--- src/rtl/nfca_rx_tobits.sv ---
// NFC-A (106 kbps, Manchester/ASK) receive bit decoder: turns ASK samples into data bits,
// a collision flag and an end-of-frame strobe. Define NFCA_RX_COLLISION_EN to report collisions on rx_col.
module nfca_rx_tobits (
    input  logic        clk,
    input  logic        rstn,
    input  logic        rx_on,
    input  logic        rx_ask_en,
    input  logic        rx_ask,
    output logic        rx_bit_en,
    output logic        rx_bit,
    output logic        rx_col,
    output logic        rx_end,
    output logic [11:0] rx_bitcnt
);

    typedef enum logic [2:0] {IDLE, SOF1, SOF2, BIT, END} state_t;

    state_t      state;
    logic [4:0]  scnt;
    logic [3:0]  ones;
    logic        h1;
    logic [11:0] bitcnt;
    logic [3:0]  ones_n;
    logic        half_mod;
`ifdef NFCA_RX_COLLISION_EN
    logic        col_q;
`endif

    // The ones count includes the current sample, so the half decision is ready on its 12th sample.
    assign ones_n   = ones + {3'd0, rx_ask};
    assign half_mod = (ones_n >= 4'd4);

    always_ff @(posedge clk or negedge rstn) begin
        if (!rstn) begin
            state     <= IDLE;
            scnt      <= 5'd0;
            ones      <= 4'd0;
            h1        <= 1'b0;
            bitcnt    <= 12'd0;
            rx_bit_en <= 1'b0;
            rx_bit    <= 1'b0;
            rx_end    <= 1'b0;
            rx_bitcnt <= 12'd0;
`ifdef NFCA_RX_COLLISION_EN
            col_q     <= 1'b0;
`endif
        end else begin
            rx_bit_en <= 1'b0;
            rx_end    <= 1'b0;
            if (!rx_on) begin
                state  <= IDLE;
                scnt   <= 5'd0;
                ones   <= 4'd0;
                h1     <= 1'b0;
                bitcnt <= 12'd0;
            end else begin
                case (state)
                    IDLE: begin
                        if (rx_ask_en && rx_ask) begin
                            state  <= SOF1;
                            scnt   <= 5'd1;
                            ones   <= 4'd1;
                            bitcnt <= 12'd0;
                        end
                    end
                    SOF1: begin
                        if (rx_ask_en) begin
                            if (scnt == 5'd11) begin
                                scnt  <= 5'd0;
                                ones  <= 4'd0;
                                state <= half_mod ? SOF2 : IDLE;
                            end else begin
                                scnt <= scnt + 5'd1;
                                ones <= ones_n;
                            end
                        end
                    end
                    SOF2: begin
                        if (rx_ask_en) begin
                            if (scnt == 5'd11) begin
                                scnt  <= 5'd0;
                                ones  <= 4'd0;
                                state <= half_mod ? IDLE : BIT;
                            end else begin
                                scnt <= scnt + 5'd1;
                                ones <= ones_n;
                            end
                        end
                    end
                    BIT: begin
                        if (rx_ask_en) begin
                            if (scnt == 5'd11) begin
                                h1   <= half_mod;
                                ones <= 4'd0;
                                scnt <= 5'd12;
                            end else if (scnt == 5'd23) begin
                                scnt <= 5'd0;
                                ones <= 4'd0;
                                // Bit value follows the first half; both halves modulated is a collision.
                                if (h1 || half_mod) begin
                                    rx_bit_en <= 1'b1;
                                    rx_bit    <= h1;
`ifdef NFCA_RX_COLLISION_EN
                                    col_q     <= h1 && half_mod;
`endif
                                    if (bitcnt != 12'hFFF)
                                        bitcnt <= bitcnt + 12'd1;
                                end else begin
                                    state <= END;
                                end
                            end else begin
                                scnt <= scnt + 5'd1;
                                ones <= ones_n;
                            end
                        end
                    end
                    END: begin
                        rx_end    <= 1'b1;
                        rx_bitcnt <= bitcnt;
                        bitcnt    <= 12'd0;
                        state     <= IDLE;
                    end
                    default: state <= IDLE;
                endcase
            end
        end
    end

`ifdef NFCA_RX_COLLISION_EN
    assign rx_col = col_q;
`else
    assign rx_col = 1'b0;
`endif

endmodule

--- config.mk ---
export PLATFORM = sky130hd
export DESIGN_NAME = nfca_rx_tobits
export DESIGN_NICKNAME = d
export VERILOG_FILES = /design/src/rtl/nfca_rx_tobits.sv
export SDC_FILE = /design/constraint.sdc
export NUM_CORES = 1
export LEC_CHECK = 0
export CAP_MARGIN = 20
export CORE_ASPECT_RATIO = 1.2
export CORE_MARGIN = 2
export CORE_UTILIZATION = 47
export CTS_BUF_LIST = sky130_fd_sc_hd__clkbuf_4
export DETAILED_ROUTE_END_ITERATION = 16
export HOLD_SLACK_MARGIN = 0.12
export PLACE_DENSITY = 0.7
export SLEW_MARGIN = 20
export SYNTH_ARGS = -nofsm -noshare
export SYNTH_HDL_FRONTEND = slang
export SYNTH_SLANG_ARGS = --single-unit
--- constraint.sdc ---
create_clock -name clk -period 2.9 [get_ports clk]
set_clock_uncertainty 0.15 [all_clocks]
set_input_delay 0.87 -clock clk [delete_from_list [all_inputs] [get_ports clk]]
set_output_delay 0.87 -clock clk [all_outputs]
set_load 0.05 [all_outputs]
==> results of run 1 <==
==> where the power goes <==
part | internal, mW | switching [mW]
sequential | 0.566 | 0.0100
combinational | 0.0555 | 0.0705
clock | 0.112 | 0.174
==> cell type report <==
cell class	count	area [um^2]
repair buffers	47	405.4
well taps	56	70.07
fillers	388	1607
clock buffers	7	52.55
inverters	6	22.52
clock inverters	1	3.754
flip-flops and latches	40	1001
multi-input cells	159	1132
==> synth_stat cells, types with 5 or more instances <==
master and n:
dfrtp_1 40, nand2_1 18, mux2_2 14, a21oi_1 13, nor2_1 13, o21ai_0 12, nand3_1 11, nor3_1 8
clkbuf_1 6, inv_1 6, mux2i_1 6, or3_1 6, a22o_1 5
==> timing repair <==
| action | in CTS | in global routing |
|---|---|---|
| endpoints found under the hold margin | 0 | 0 |
| setup buffers | 1 | 1 |
| resized for setup | 1 | 16 |
| pin swaps | 2 | 3 |
| setup endpoints to repair | 8 | 10 |
==> sequential cells by signal (all words and copies together) (netlist names) <==
name / flops
bitcnt: 12
h1: 1
ones: 4
rx_bit: 1
rx_bit_en: 1
rx_bitcnt: 12
rx_end: 1
scnt: 5
state: 3
==> final timing paths <==
kind,start,to,slack (ns),depth (start not counted)
max in group asynchronous,rstn,rx_bitcnt[0],1.97,2
min in group clk,rx_bit,rx_bit,0.36,1
worst max-delay path,rx_ask_en,bitcnt[8],0.19,7
worst min register to register,rx_bit,rx_bit,0.36,1
worst min-delay path,rstn,bitcnt[8],0.19,1
worst max register to register,ones[0],bitcnt[8],0.56,7
==> layer usage <==
layer  global-route usage, %  vias to the layer above
li1                        -                      893
met1                   23.60                      856
met2                   33.06                       26
met3                   4.348                        9
met4                   7.708                        0
met5                       0                        -
==> per-stage QoR <==
stage	instance area (um^2)	total power, mW
after floorplan	2136	0.6539
final	2688	0.9879
after detailed placement	2545	0.7090
after global routing	2688	1.049
after CTS	2611	0.9995
after global placement	2545	0.7087
==> logic make-up after synthesis <==
family	after synthesis	synth area share, %
and+or+nand+nor	85	21.95
AOI/OAI and AO/OA	48	14.89
DFF	40	47.09
muxes	20	10.24
buffers and inverters	15	2.884
adders and majority gates	4	2.354
other	1	0.1764
xor gates and xnor gates	1	0.4121
==> reports/results.txt, run 1 <==
Run status - completed
Seq/Total Area, Yosys - 47.09%
Warnings from Yosys - 0
Nets - 268
Routed wl met2 - 2267 um
Commonest non-fill, non-tap cell in the layout - dfrtp_1
Worst setup EP type - flip-flop
First-pass DRT Iterations - 4
Post-DP HPWL - 3302 um
Post-Syn Area - 2126 um^2
Starting Density - 49.50%
Post-DRT Antenna Nets - 0
Largest net degree at the start of global routing - 18
Max Fclk - 369.1 MHz
Area contributors post-synth - dfrtp_1 (47%), mux2_2 (7.4%), nand2_1 (3.2%)
Register bit total from synthesis - 40
Routed via count - 1784
Vias in the first global route - 1763
Met3 wire length - 117 um
Fin crit share - 93.43%
Vias per inst - 5.646
Die area - 5079 um^2
Power per cell area - 367.6 nW/um^2
Setup ws final - 0.1904 ns
Minimum clock period - 2.710 ns
Routability Congestion - 0.8055
1st-iter DRT viols - 106
Endpoints failing setup - 0
Required time of the critical path - 3.03 ns
Diode count - 0
Row Count - 26
Post-Route Utilization - 62.59%
Total GRT Usage - 19.44%
Setup crit start kind - primary input
CP peak stage delay - 0.55 ns
First-pass GRT wire length - 7734 um
Most frequent cells in the layout - dfrtp_1 (40), buf_4 (26), nand2_1 (18), clkdlybuf4s50_1 (17), mux2_2 (14)
Antenna violations before repair - 0
CTS tree - built
WP buf/inv - 2
Clock buffer depth - 2
Clock sink count - 40
Setup_tns - 0 ns
Worst EP arrival - 2.84 ns
Top sig layer - met4
DRC - 0
Clock slew at reported path FFs - 0.11 ns
Slew Limit Fails - 0
Ys async rst share - 100.0%
Inst Count DP - 306
Ys flop type - dfrtp_1
Die X - 65.40 um
Area Growth Syn to Fin - 26.43%
I/O pins - 21
Setup CP Type - in2reg
Hold Vio Cnt, Final - 0
# hold bufs at CTS - 0
Share of the synthesized area in the top cell type - 47.09%
Total Wirelength - 4346 um
Syn_area_per_cell - 9.934 um^2
Cell variety after synth - 45
CTS HTree Levels - 2
Core Box Area - 4294 um^2
Crit Path Max Fanout - 7
Synth Instances - 214
Post-detailed-route wirelength per cell - 13.75 um
Wl on met1 - 1848 um
Synth Net Count - 223
CTS root buf - clkbuf_4
Crit-path leading delay family - compound AO/OA/AOI/OAI gates
CTS Buf Count - 5
Setup Slack @ Placement - -0.4445 ns
Port bufs - 19
Die H - 77.67 um
Worst Hold Slack - 0.1901 ns
MaxCap Viol Count - 0
Share of cells above drive strength 1 - 24.62%
Hold Crit Class - in2async
Maximum vdd drop - 0.0001864 V
Post-route insts no fill - 316
Critical-path cell list - clkdlybuf4s50_1 > a21oi_1 > o221a_1 > a2111o_1 > buf_6 > or3_4 > a21oi_2
RSZ-0062 raised after global routing - no
Post-synth EDFFs - 0
Worst path slowest cell - clkdlybuf4s50_1
Cell taking the most area after synthesis - dfrtp_1
GRT Residual Overflow - 0
Later-pin clock latency in the skew report - 0.34 ns
Pleak - 1.152 nW
Note: power is estimated with default switching activity, not from simulation.
==> run 2, diff against run 1 <==
CTS_CLUSTER_DIAMETER = 150   (was not set)
==> results of run 2 <==
No change in the layout: final DEF, timing and power equal those of run 1.
